File: config.mk
export PLATFORM = sky130hd
export DESIGN_NAME = ram_sp_param
export DESIGN_NICKNAME = d
export VERILOG_FILES = /design/src/rtl/ram_sp_param.sv
export SDC_FILE = /design/constraint.sdc
export NUM_CORES = 2
export LEC_CHECK = 0
export ABC_AREA = 0
export BUFFER_PORTS_ARGS = -buffer_cell sky130_fd_sc_hd__buf_2
export CAP_MARGIN = 20
export CORE_MARGIN = 3
export CORE_UTILIZATION = 45
export CTS_BUF_LIST = sky130_fd_sc_hd__clkbuf_8
export DETAILED_ROUTE_END_ITERATION = 8
export SETUP_SLACK_MARGIN = 0.3
export SKIP_CTS_REPAIR_TIMING = 1
export SLEW_MARGIN = 30
export SYNTH_ARGS = -nofsm -noshare
export SYNTH_HDL_FRONTEND = slang
export SYNTH_SLANG_ARGS = --single-unit
File: constraint.sdc
create_clock -name clk -period 6.6 [get_ports clk]
set_input_delay 0.33 -clock clk [delete_from_list [all_inputs] [get_ports clk]]
set_output_delay 0.33 -clock clk [all_outputs]
set_load 0.01 [all_outputs]
File: src/rtl/ram_sp_param.sv
// ram_sp_param: single-port data RAM with req/ready handshake, 1- or 2-cycle read pipeline and a
// hardware clear engine. Define RAM_PARITY_EN to store even parity per word and flag read errors.
module ram_sp_param #(
    parameter int unsigned DATA_W   = 16,
    parameter int unsigned ADDR_W   = 8,
    parameter int unsigned READ_LAT = 1
) (
    input  logic              clk,
    input  logic              rst_n,
    input  logic              req_i,
    input  logic              we_i,
    input  logic [ADDR_W-1:0] addr_i,
    input  logic [DATA_W-1:0] din_i,
    input  logic              clr_i,
    output logic              ready_o,
    output logic [DATA_W-1:0] dout_o,
    output logic              dout_valid_o,
    output logic              init_done_o
`ifdef RAM_PARITY_EN
    ,
    output logic              parity_err_o
`endif
);

`ifdef RAM_PARITY_EN
    localparam int unsigned MemW = DATA_W + 1;
`else
    localparam int unsigned MemW = DATA_W;
`endif
    localparam int unsigned Depth = 2 ** ADDR_W;

    typedef enum logic [0:0] {StClear, StIdle} state_e;

    state_e            state_q, state_d;
    logic [ADDR_W-1:0] clr_ptr_q, clr_ptr_d;
    logic              init_done_q, init_done_d;
    logic              clr_we;
    logic              wr_acc;
    logic              rd_acc;
    logic [MemW-1:0]   wr_word;
    logic [MemW-1:0]   rd_word;
    logic [MemW-1:0]   mem_q [Depth];
    logic [MemW-1:0]   out_word_q;
    logic              out_vld_q;

    // clr wins over a same-cycle request, which is dropped rather than deferred.
    assign ready_o = (state_q == StIdle) & ~clr_i;
    assign wr_acc  = req_i & ready_o & we_i;
    assign rd_acc  = req_i & ready_o & ~we_i;

    always_comb begin
        state_d     = state_q;
        clr_ptr_d   = clr_ptr_q;
        init_done_d = init_done_q;
        clr_we      = 1'b0;
        if (clr_i) begin
            state_d     = StClear;
            clr_ptr_d   = '0;
            init_done_d = 1'b0;
        end else begin
            unique case (state_q)
                StClear: begin
                    clr_we    = 1'b1;
                    clr_ptr_d = clr_ptr_q + ADDR_W'(1);
                    if (&clr_ptr_q) begin
                        state_d     = StIdle;
                        init_done_d = 1'b1;
                    end
                end
                StIdle: begin
                end
                default: begin
                    state_d = StClear;
                end
            endcase
        end
    end

    always_ff @(posedge clk or negedge rst_n) begin
        if (!rst_n) begin
            state_q     <= StClear;
            clr_ptr_q   <= '0;
            init_done_q <= 1'b0;
        end else begin
            state_q     <= state_d;
            clr_ptr_q   <= clr_ptr_d;
            init_done_q <= init_done_d;
        end
    end

    assign init_done_o = init_done_q;

`ifdef RAM_PARITY_EN
    assign wr_word = {^din_i, din_i};
`else
    assign wr_word = din_i;
`endif

    // Array has no reset; the clear engine is the only initialisation path.
    always_ff @(posedge clk) begin
        if (clr_we) begin
            mem_q[clr_ptr_q] <= '0;
        end else if (wr_acc) begin
            mem_q[addr_i] <= wr_word;
        end
    end

    assign rd_word = mem_q[addr_i];

    if (READ_LAT == 1) begin : g_lat1
        always_ff @(posedge clk or negedge rst_n) begin
            if (!rst_n) begin
                out_word_q <= '0;
                out_vld_q  <= 1'b0;
            end else begin
                out_vld_q <= rd_acc;
                if (rd_acc) begin
                    out_word_q <= rd_word;
                end
            end
        end
    end else begin : g_lat2
        logic [MemW-1:0] s1_word_q;
        logic            s1_vld_q;

        always_ff @(posedge clk or negedge rst_n) begin
            if (!rst_n) begin
                s1_word_q  <= '0;
                s1_vld_q   <= 1'b0;
                out_word_q <= '0;
                out_vld_q  <= 1'b0;
            end else begin
                s1_vld_q  <= rd_acc;
                out_vld_q <= s1_vld_q;
                if (rd_acc) begin
                    s1_word_q <= rd_word;
                end
                if (s1_vld_q) begin
                    out_word_q <= s1_word_q;
                end
            end
        end
    end

    assign dout_o       = out_word_q[DATA_W-1:0];
    assign dout_valid_o = out_vld_q;

`ifdef RAM_PARITY_EN
    // Stored word including its parity bit must XOR to zero.
    assign parity_err_o = out_vld_q & (^out_word_q);
`endif

endmodule

==> metrics.md <==
| Metric | Value |
|---|---|
| DRC | `0` |
| Seq/Total Area, Yosys | `0.784` |
| Drt first-iter violations | `10,500` |
| Hold WS | `0.101 ns` |
| Synth Flop Type | `edfxtp_1` |
| Clk_lat worst skew | `approximately 1.2 ns` |
| Post-synth EDFFs | `about 4,100` |
| CTS tree | `built` |
| Reg clk slew, reported paths | `~0.06 ns` |
| Vias | `80,200` |
| Post-route setup TNS | `0 ns` |
| Data arrival time of the critical path | `5.36 ns` |
| GPL Wtd Cong | `0.902` |
| Core Box Area | `around 350,000 um^2` |
| Gate Count Post-Synth | `just over 7,000` |
| Chip height | `598 um` |
| Hold Path Class | `in2reg` |
| H-tree levels | `6` |
| Worst reg2reg path startpoint | `state_q$_DFF_PN0_` |
| Vias/cell | `6.15` |
| Placed Instances | `11,900` |
| Worst r2r dst | `mem_q[66][0]$_DFFE_PP_` |
| # setup viols final | `0` |
| Yosys warns | `0` |
| Clock sink count | `4,123` |
| Post-layout min period | `4.52 ns` |
| Non-Filler Instances | `13,000` |
| Critical path endpoint | `mem_q[66][0]$_DFFE_PP_` |
| Setup crit start kind | `flip-flop` |
| Worst relative slew slack | `0.192` |
| Total CTS buffers | `655` |
| Most common cell after layout, fill and taps aside | `edfxtp_1` |
| #FFs+latches synth | `4,123` |
| FF+latch area | `124,000 um^2` |
| Initial core utilization | `0.454` |
| PnR Total Power | `49.6 mW` |
| Layout area overhead | `12.6%` |
| Number of I/O pins | `48` |
| DPL Wire Length | `260 mm` |
| Final count of pins violating max slew | `0` |
| Total grt overflow | `0` |
| CP Max Fanout | `17` |
| CTS Root Cell | `clkbuf_8` |
| Reg2reg path depth | `7` |
| DR pass1 iterations | `5` |
| Average wire per standard cell | `approximately 33 um` |
| Final Skew | `between 0.09 and 0.1 ns` |
| Synthesized net count | `7,269` |
| Crit path from | `state_q$_DFF_PN0_` |
| Filler Cell Count | `27,400` |
| Reg2reg setup slack | `2.08 ns` |
| Pin count of the biggest net entering global routing | `201` |
| Number of hold violations in the final report | `0` |
| Leakage | `65.0 nW` |
| Overall Global Routing Usage | `0.242` |
| Multi-input logic area | `32,000 um^2` |
| Period utilization | `0.686` |
| Highest ir drop seen on vdd | `around 0.00022 V` |
| Synth Cell Area | `158,000 um^2` |
| Worst setup EP type | `flip-flop` |
| Slew of the pin with the lowest slew margin | `1.21 ns` |
| Syn_area_per_cell | `21.8 um^2` |
| Worst Path Required | `around 7.4 ns` |
| Most frequent cells in the layout | `edfxtp_1, mux4_2, clkbuf_8` |
| Outcome | `completed` |
| Post-Route WL | `436 mm` |
| Port Buf Inserts | `47` |
| Clk buf depth | `4` |
| Max frequency | `around 0.22 GHz` |
| Initial antenna violation count | `19` |
| Pwr dens | `279 nW/um^2` |
| Routed Antenna Nets | `0` |
| # rows | `216` |
| Full die area | `~360,000 um^2` |
| Final core occ | `0.511` |
| Die width | `between 500 and 600 um` |
| Fraction of layout cells with a size suffix above 1 | `0.262` |
| Vias in the first global route | `79,400` |
| Max_cap viols | `0` |
| Critical path type | `reg2reg` |
| Async SR Flop Fraction | `0.00655` |
| Yosys cell types | `56` |
| Final nets | `between 8,000 and 9,000` |
| First-pass GRT wire length | `612 mm` |
| RSZ-0062 raised after global routing | `no` |
==> state kept, by name, summed over array words and instances, names as in the netlist <==
name / cells
clr_ptr_q: 8
dout_o: 16
dout_valid_o: 1
init_done_o: 1
mem_q: 4096
state_q: 1
==> logic make-up after synthesis <==
| logic type | synth area share |
|---|---|
| XOR/XNOR | 0.000389 |
| multiplexers | 0.144 |
| AO/OA/AOI/OAI | 0.0370 |
| adder cells (fa/ha/maj) | 0.0000793 |
| buffers and inverters | 0.0153 |
| flip-flops | 0.784 |
| AND/OR/NAND/NOR | 0.0194 |
==> through the flow <==
stage | worst slack [ns] | cell area [um^2]
CTS | 2.33 | 177000
floorplan | 1.25 | 158000
global route | 1.99 | 178000
detailed placement | 2.01 | 166000
global placement | 1.96 | 165000
finish | 2.08 | 178000
==> metal layers <==
layer / wire, um / GRT usage / vias up
met5: 78 / 0 / -
met4: 18600 / 0.0983 / 12
met3: 40700 / 0.0529 / 812
met2: 203000 / 0.369 / 4218
met1: 173000 / 0.341 / 42900
li1: - / - / 32300
==> cells in the mapped netlist (all sizes together), types with 19 or more instances <==
master	n	share of area
or3	23	0.00091
nor2	279	0.0066
dfrtp	27	0.0043
a221oi	46	0.0026
o21ai	62	0.0020
nand3	57	0.0018
clkbuf	212	0.0050
buf	230	0.0098
a21oi	67	0.0021
and2	19	0.00075
o22ai	126	0.0050
edfxtp	4096	0.78
a22oi	224	0.011
nand2	156	0.0037
and3	31	0.0012
mux4	874	0.12
o221ai	64	0.0036
nor3	28	0.00089
mux2i	301	0.019
a31oi	32	0.0013
a211oi	64	0.0030
a22o	46	0.0026
==> area by class of cell <==
| cell class | count | share of cell area |
|---|---|---|
| inverter | 19 | 0.000401 |
| timing repair buffer | 527 | 0.0259 |
| clock inverter | 455 | 0.0133 |
| clock buffer | 667 | 0.0517 |
| antenna | 18 | 0.000254 |
| tap | 4578 | 0.0322 |
| multi-input combinational | 2655 | 0.180 |
| sequential | 4123 | 0.696 |
==> worst max-delay path, stage by stage, from the launching register on <==
cell	delay (ns)
dfrtp_1	0.56
and2b_1	0.22
nand3_1	0.50
o21ai_1	0.82
nand3_2	0.81
buf_4	0.45
nor2_1	0.46
buf_4	0.33
==> worst min-delay path by stage <==
stage | to | depth (start not counted) | startpoint | slack (ns)
after floorplan | clr_ptr_q[0]$_DFFE_PN0P_ | 0 | rst_n | 0.03
after global placement | clr_ptr_q[2]$_DFFE_PN0P_ | 1 | rst_n | 0.45
after detailed placement | clr_ptr_q[0]$_DFFE_PN0P_ | 1 | rst_n | 0.46
after CTS | dout_o[8]$_DFFE_PN0P_ | 1 | rst_n | -0.85
after global routing | clr_ptr_q[2]$_DFFE_PN0P_ | 3 | clr_i | 0.09
final | clr_ptr_q[0]$_DFFE_PN0P_ | 3 | clr_i | 0.10
==> power breakdown <==
part	switching, mW	internal (mW)
clock	9.88	9.81
sequential	0.0206	28.4
combinational	1.03	0.515
total	10.9	38.7
(Power assumes the default switching activity.)
